**src/rtl/decoder_nx2n_seq.sv**
```systemverilog
// Registered SEL_W-to-2^SEL_W one-hot decoder with valid/ready input and output enable.
// Define DECODER_SCAN_EN to add the self-timed scan mode (SCAN state, dwell counter, scan_start).
module decoder_nx2n_seq #(
  parameter int SEL_W = 3,
  parameter int DWELL = 4
) (
  input  logic                    clk,
  input  logic                    rst_n,
  input  logic                    en,
  input  logic                    in_valid,
  output logic                    in_ready,
  input  logic [SEL_W-1:0]        sel,
  input  logic                    scan_start,
  output logic                    scan_busy,
  output logic [(1<<SEL_W)-1:0]   q,
  output logic                    q_valid,
  output logic [SEL_W-1:0]        idx
);

  localparam int OUT_W = 1 << SEL_W;

`ifdef DECODER_SCAN_EN
  // state | meaning
  // IDLE  | decode accepted sel values; q holds last decode or zero
  // SCAN  | walk q over every output, DWELL cycles each, then return to IDLE
  typedef enum logic [0:0] {IDLE = 1'b0, SCAN = 1'b1} state_t;

  localparam int CNT_W = (DWELL > 1) ? $clog2(DWELL) : 1;

  state_t           state;
  logic [CNT_W-1:0] dwell_cnt;

  assign in_ready = en & (state == IDLE);

  always_ff @(posedge clk or negedge rst_n) begin
    if (!rst_n) begin
      state     <= IDLE;
      q         <= '0;
      q_valid   <= 1'b0;
      idx       <= '0;
      scan_busy <= 1'b0;
      dwell_cnt <= '0;
    end else if (!en) begin
      state     <= IDLE;
      q         <= '0;
      q_valid   <= 1'b0;
      scan_busy <= 1'b0;
      dwell_cnt <= '0;
    end else begin
      unique case (state)
        IDLE: begin
          // scan_start wins a collision; the sel transfer is consumed and dropped
          if (scan_start) begin
            state     <= SCAN;
            scan_busy <= 1'b1;
            q         <= OUT_W'(1);
            idx       <= '0;
            q_valid   <= 1'b1;
            dwell_cnt <= '0;
          end else if (in_valid && in_ready) begin
            q       <= OUT_W'(1) << sel;
            idx     <= sel;
            q_valid <= 1'b1;
          end
        end
        SCAN: begin
          if (dwell_cnt == CNT_W'(DWELL - 1)) begin
            dwell_cnt <= '0;
            if (idx == SEL_W'(OUT_W - 1)) begin
              state     <= IDLE;
              scan_busy <= 1'b0;
              q         <= '0;
              q_valid   <= 1'b0;
            end else begin
              idx <= idx + SEL_W'(1);
              q   <= q << 1;
            end
          end else begin
            dwell_cnt <= dwell_cnt + CNT_W'(1);
          end
        end
        default: begin
          state     <= IDLE;
          scan_busy <= 1'b0;
          q         <= '0;
          q_valid   <= 1'b0;
        end
      endcase
    end
  end
`else
  // Scan logic absent: scan_start and DWELL are intentionally left unconnected.
  localparam int unused_dwell = DWELL;
  logic unused_scan_start;
  assign unused_scan_start = scan_start;

  assign in_ready  = en;
  assign scan_busy = 1'b0;

  always_ff @(posedge clk or negedge rst_n) begin
    if (!rst_n) begin
      q       <= '0;
      q_valid <= 1'b0;
      idx     <= '0;
    end else if (!en) begin
      q       <= '0;
      q_valid <= 1'b0;
    end else if (in_valid) begin
      q       <= OUT_W'(1) << sel;
      idx     <= sel;
      q_valid <= 1'b1;
    end
  end
`endif

endmodule

```
**config.mk**
```make
export PLATFORM = sky130hd
export DESIGN_NAME = decoder_nx2n_seq
export DESIGN_NICKNAME = d
export VERILOG_FILES = /design/src/rtl/decoder_nx2n_seq.sv
export SDC_FILE = /design/constraint.sdc
export NUM_CORES = 1
export LEC_CHECK = 0
export ABC_AREA = 0
export BUFFER_PORTS_ARGS = -buffer_cell sky130_fd_sc_hd__buf_2
export CORE_AREA = 5 5 42 44
export CTS_BUF_LIST = sky130_fd_sc_hd__clkbuf_16
export DETAILED_ROUTE_END_ITERATION = 10
export DIE_AREA = 0 0 47 49
export GPL_TIMING_DRIVEN = 0
export PLACE_DENSITY = 0.69
export SYNTH_ARGS = -nofsm -noshare
export SYNTH_HDL_FRONTEND = slang
export SYNTH_SLANG_ARGS = --single-unit
```
**constraint.sdc**
```tcl
create_clock -name clk -period 1.8 [get_ports clk]
set_input_delay 0.54 -clock clk [delete_from_list [all_inputs] [get_ports clk]]
set_output_delay 0.54 -clock clk [all_outputs]
set_load 0.05 [all_outputs]
```
==> results of run 1 <==
-- through the flow --
| stage | hold WS (ns) | cells | setup WS [ns] |
|---|---|---|---|
| final | 0.174 | 85 | 0.281 |
| after global routing | 0.192 | 85 | 0.250 |
| after CTS | 0.182 | 85 | 0.281 |
| after detailed placement | 0.430 | 82 | 0.283 |
| after global placement | 0.429 | 82 | 0.281 |
| after floorplan | 0.244 | 47 | 0.550 |
-- worst max path at each step --
| stage | slack [ns] | cells after the start | startpoint | to |
|---|---|---|---|---|
| 2_1_floorplan | 0.55 | 1 | en | in_ready |
| 4_1_cts | 0.28 | 3 | en | in_ready |
| 3_3_place_gp | 0.28 | 3 | en | in_ready |
| 5_1_grt | 0.25 | 3 | en | in_ready |
| 6_report | 0.28 | 3 | en | in_ready |
| 3_5_place_dp | 0.28 | 3 | en | in_ready |
-- power breakdown --
part	internal, mW	switching (mW)	total, mW
clock network	0.288	0.105	0.393
logic	0.0380	0.101	0.139
registers	0.287	0.00726	0.294
total	0.613	0.213	0.826
-- registers in the layout (all words and copies together), names as in the netlist --
| name | count |
|---|---|
| idx | 3 |
| q | 8 |
| q_valid | 1 |
-- layout make-up --
cell class,instances,area [sq um]
sequential,12,300
fill,149,673
tap,16,20.0
multi-input combinational,31,215
buffer,3,18.8
clock buffer,3,75.1
timing repair buffer,19,95.1
inverter,1,3.75
-- cell usage after synthesis --
library cell,n
a21oi_1,8
buf_4,2
clkbuf_1,1
clkinv_1,1
conb_1,1
dfrtp_1,12
mux2_2,3
nand2_1,1
nand2b_1,8
nand4_1,1
nand4b_1,3
nand4bb_1,3
nor2_1,2
or4b_1,1
-- layer usage --
metal  wire length, um  track usage  vias to the layer above  share of wire
li1                  -            -                      211              -
met1               502        0.161                      193           0.44
met2               503        0.165                       17           0.44
met3               108       0.0443                        5          0.094
met4                39       0.0829                        0          0.034
met5                 0            0                        -              0
-- critical path, cell delays in order --
cell	delay (ns)
buf_2	0.10
buf_4	0.09
buf_2	0.24
-- cells by family after synthesis --
group | share of synthesized area
AOI/OAI and AO/OA | 0.0744
buffers and inverters | 0.0418
DFF | 0.558
muxes | 0.0628
other | 0.00697
and+or+nand+nor | 0.256
==> metrics, run 1 <==
# hold bufs at CTS=0; max-cap violations=0; initial antenna violation count=0; Hold Path Class=in2async; total CTS buffers=3; number of synthesized register bits=12; Post-DP Area=653 sq um; routability cong.=0.692; DP HPWL=between 800 and 900 um; total wire length=approximately 1200 um; IO Count=22; CP Capture Type=output port; routed vias=426; setup_tns=0 ns; number of DRC markers in iteration 0=4; proportion of layout cells with a drive suffix above 1=0.391; # resized after CTS=0; CTS sink cnt=12; cell area after synthesis=~540 sq um; Die Area=2300 sq um; commonest non-fill, non-tap cells in the layout=buf_2 (19), dfrtp_1 (12), nand2b_1 (8), a21oi_1 (8); clock root buffer=clkbuf_16; fin. max-slew vios=0; Core ar.=roughly 1400 sq um; top cell type's share of synthesized area=0.558; Area contributors post-synth=dfrtp_1 (56%), nand2b_1 (9.3%), a21oi_1 (7.4%); number of setup violations in the final report=0; clk_lat worst skew=~0.24 ns; R2R cell count=1; reg2reg end=idx[0]$_DFFE_PN0P_; global-route wire length before repair=2030 um; syn_area_per_cell=between 10 and 15 sq um; leakage=0.348 nW; Initial Util=0.384; Seq/Total Area, Yosys=0.558; TritonCTS clock tree=built; H-tree depth=1; Synth cell types=14; minimum clock period=roughly 1.5 ns; per-cell routed wire length=about 14 um; vias in the first global route=428; Synth Instances=47; cell area power density=approximately 1100 nW/um^2; final core occ=0.520; clk buf depth=2; Die Y=between 40 and 50 um; Worst-path clk slew=0.04 ns; Critical Path Fanout Max=3; die width=47 um; Crit Reg-Reg Startpoint=idx[0]$_DFFE_PN0P_; most area-hungry cell type in the Yosys netlist=dfrtp_1; critical path class=in2out; period utilisation layout=0.844; # rows=14; drt first pass iters=2; Final Skew=0 ns; DRC=0; startpoint types=input pin; largest net degree at the start of global routing=13; VDD IR max=746 uV; final net count=79; crit path DAT=around 1 ns; Final Hold Vio Count=0; RSZ-0062 raised after global routing=false; GRT Residual Overflow=0; max frequency=~660 MHz; outcome=finished clean; total chip power=approximately 0.83 mW; finished layout cell area=around 730 sq um; total setup buffers inserted after CTS=0; number of diodes=0; Total GRT Usage=0.124; synth warn=0; Syn Nets=55; Req. time, crit path=around 1.3 ns; antenna-violating nets left=0; routed vias/inst=about 5.0; Port Buffer Count=19; area grow syn2layout=35.3%; r2r setup slk=around 1.0 ns; leading cell type in the layout, fill and taps excluded=buf_2
Note: power is estimated with default switching activity, not from simulation.
==> inputs of run 2 (changes only) <==
- ABC_AREA: 0 -> 1
- PLACE_DENSITY: 0.69 -> 0.67
- clock period: 1.8 -> 1.4 ns (I/O delays scaled with it)
==> run 2 against run 1 <==
- global-route usage is 0.76 points lower
- via count down 2.6%
- synthesized cell count up 28%
- non-clock buffer count fell by 1
- clock-buffer cell count unchanged
- critical path depth did not move
- largest power group unchanged
- sequential share of layout area grew 1.2 points
- largest cell class unchanged
- combinational power increased by 15%
==> metrics, run 2 <==
max-cap violations=0 (unchanged); routability cong.=0.830 (+20%); number of synthesized flops with an enable pin=0 (unchanged); largest registers=q x8, idx x3, q_valid x1; IO Count=22 (unchanged); Critical Path End=in_ready; synth warn=0 (unchanged); commonest non-fill, non-tap cells in the layout=nand2_1 (26), buf_2 (19), dfrtp_1 (12); Total GRT Usage=0.116 (-0.00758); period utilisation layout=0.939; Worst-path clk slew=0.04 ns (about the same); CTS sink cnt=12 (unchanged); per-cell routed wire length=10.8 um (-20%); # resized after CTS=0 (unchanged); startpoint types=input pin; number of diodes=0 (unchanged); number of synthesized register bits=12 (unchanged); # hold bufs at CTS=0 (unchanged); Die Area=2300 sq um (unchanged); final net count=92 (+16%); Crit Reg-Reg Startpoint=q[7]$_DFFE_PN0P_; largest register by flop count=q; Final Hold Vio Count=0 (unchanged); DRC=0 (unchanged); fin. max-slew vios=0 (unchanged); largest net degree at the start of global routing=13 (unchanged); H-tree depth=1 (unchanged); clk buf depth=2 (unchanged); minimum clock period=about 1.3 ns; critical path class=in2out; TritonCTS clock tree=built; routed vias/inst=4.23 (-16%); antenna-violating nets left=0 (unchanged); reg2reg end=q[7]$_DFFE_PN0P_; max reg flops=8 (unchanged); top cell type's share of synthesized area=0.581 (+0.0230); RSZ-0062 raised after global routing=false; Final Skew=0 ns (unchanged); Area contributors post-synth=dfrtp_1 (58%), nand2_1 (19%), nor2_4 (4.4%); leakage=0.425 nW (+22%); die width=47 um (unchanged); Critical Path Fanout Max=5 (+2); area grow syn2layout=36.8%; VDD IR max=738 uV (-1.1%); most area-hungry cell type in the Yosys netlist=dfrtp_1; cell area power density=1460 nW/um^2 (+29%); Synth cell types=12 (-2); r2r setup slk=0.74 ns (-0.30 ns); Initial Util=0.369 (-0.0152); syn_area_per_cell=8.61 sq um (-25%); proportion of layout cells with a drive suffix above 1=0.341 (-0.0498); # rows=14 (unchanged); Commonest cells post-synth=nand2_1 (26), dfrtp_1 (12), inv_1 (5), nor2_1 (5), o21ai_0 (3); R2R cell count=2 (+1); crit path DAT=0.89 ns (-0.09 ns); crit path from=en; most common cell in the netlist=nand2_1; dpl cells=95 (+16%); routed vias=415 (-2.6%); Port Buffer Count=19 (unchanged); Syn Nets=68 (+24%); number of setup violations in the final report=0 (unchanged); Seq/Total Area, Yosys=0.581 (+0.0230); total setup buffers inserted after CTS=0 (unchanged); commonest register cell after synthesis=dfrtp_1; drt first pass iters=3 (+1); vias in the first global route=438 (+2.3%); DP HPWL=793 um (-1.7%); clk_lat worst skew=0.23 ns (about the same); global-route wire length before repair=1970 um (-2.7%); fin cells=98 (+15%); Hold Path Class=in2async; cell area after synthesis=517 sq um (-4.0%); Die Y=49 um (unchanged); Req. time, crit path=0.98 ns (-0.28 ns); leading cell type in the layout, fill and taps excluded=nand2_1; Async SR Flop Fraction=1.00 (unchanged); initial antenna violation count=0 (unchanged); number of DRC markers in iteration 0=3 (-1); Core ar.=1400 sq um (unchanged); max frequency=761 MHz; outcome=finished clean; total CTS buffers=3 (unchanged); GRT Residual Overflow=0 (unchanged); setup_tns=0 ns (unchanged); Synth Instances=60 (+28%); CP Capture Type=output port; clock root buffer=clkbuf_16; total wire length=1060 um (-7.8%)
-- run 2: how the worst min path moves through the flow --
stage          cells after the start                   to  slack (ns)
3_5_place_dp                       1     q[7]$_DFFE_PN0P_        0.31
5_1_grt                            1  q_valid$_DFFE_PN0P_        0.08
3_3_place_gp                       1     q[7]$_DFFE_PN0P_        0.31
4_1_cts                            1  q_valid$_DFFE_PN0P_        0.07
6_report                           1  q_valid$_DFFE_PN0P_        0.06
2_1_floorplan                      0   idx[0]$_DFFE_PN0P_        0.12
-- run 2: report_power, final --
group,leakage (nW),switching (mW),internal [mW],total (mW)
Sequential,0.160,0.00878,0.367,0.375
Combinational,0.228,0.124,0.0362,0.160
Clock,0.0370,0.129,0.370,0.499
-- run 2: critical path: stages --
cell and delay (ns):
buf_2 0.12, buf_4 0.11, buf_2 0.24
-- run 2: routing by layer --
layer	vias to the layer above	GRT usage	wire length, um
met4	0	0.0691	33
met3	4	0.0443	81
met1	176	0.158	501
li1	222	-	-
met2	13	0.152	446
met5	-	0	0
-- run 2: per-stage QoR --
stage | hold slack (ns) | util | total power, mW | worst slack [ns] | cell area [sq um]
final | 0.0550 | 0.504 | 1.03 | 0.0860 | 707
after global routing | 0.0772 | 0.504 | 1.09 | 0.0641 | 707
after CTS | 0.0664 | 0.504 | 1.05 | 0.0832 | 707
after detailed placement | 0.315 | 0.451 | 0.542 | 0.0837 | 632
after global placement | 0.307 | 0.451 | 0.540 | 0.0816 | 632
after floorplan | 0.124 | - | 0.493 | 0.379 | 517
-- run 2: cell type report --
class / count / area [sq um]
Timing Repair Buffer: 19 / 95.1
Sequential cell: 12 / 300
Fill cell: 144 / 694
Clock buffer: 3 / 75.1
Multi-Input combinational cell: 41 / 183
Inverter: 5 / 18.8
Tap cell: 16 / 20.0
Buffer: 2 / 15.0
-- run 2: cells by family after synthesis --
family | Yosys count | synth area share
AOI/OAI and AO/OA | 3 | 0.0290
buffers and inverters | 7 | 0.0654
and+or+nand+nor | 37 | 0.317
DFF | 12 | 0.581
other | 1 | 0.00726
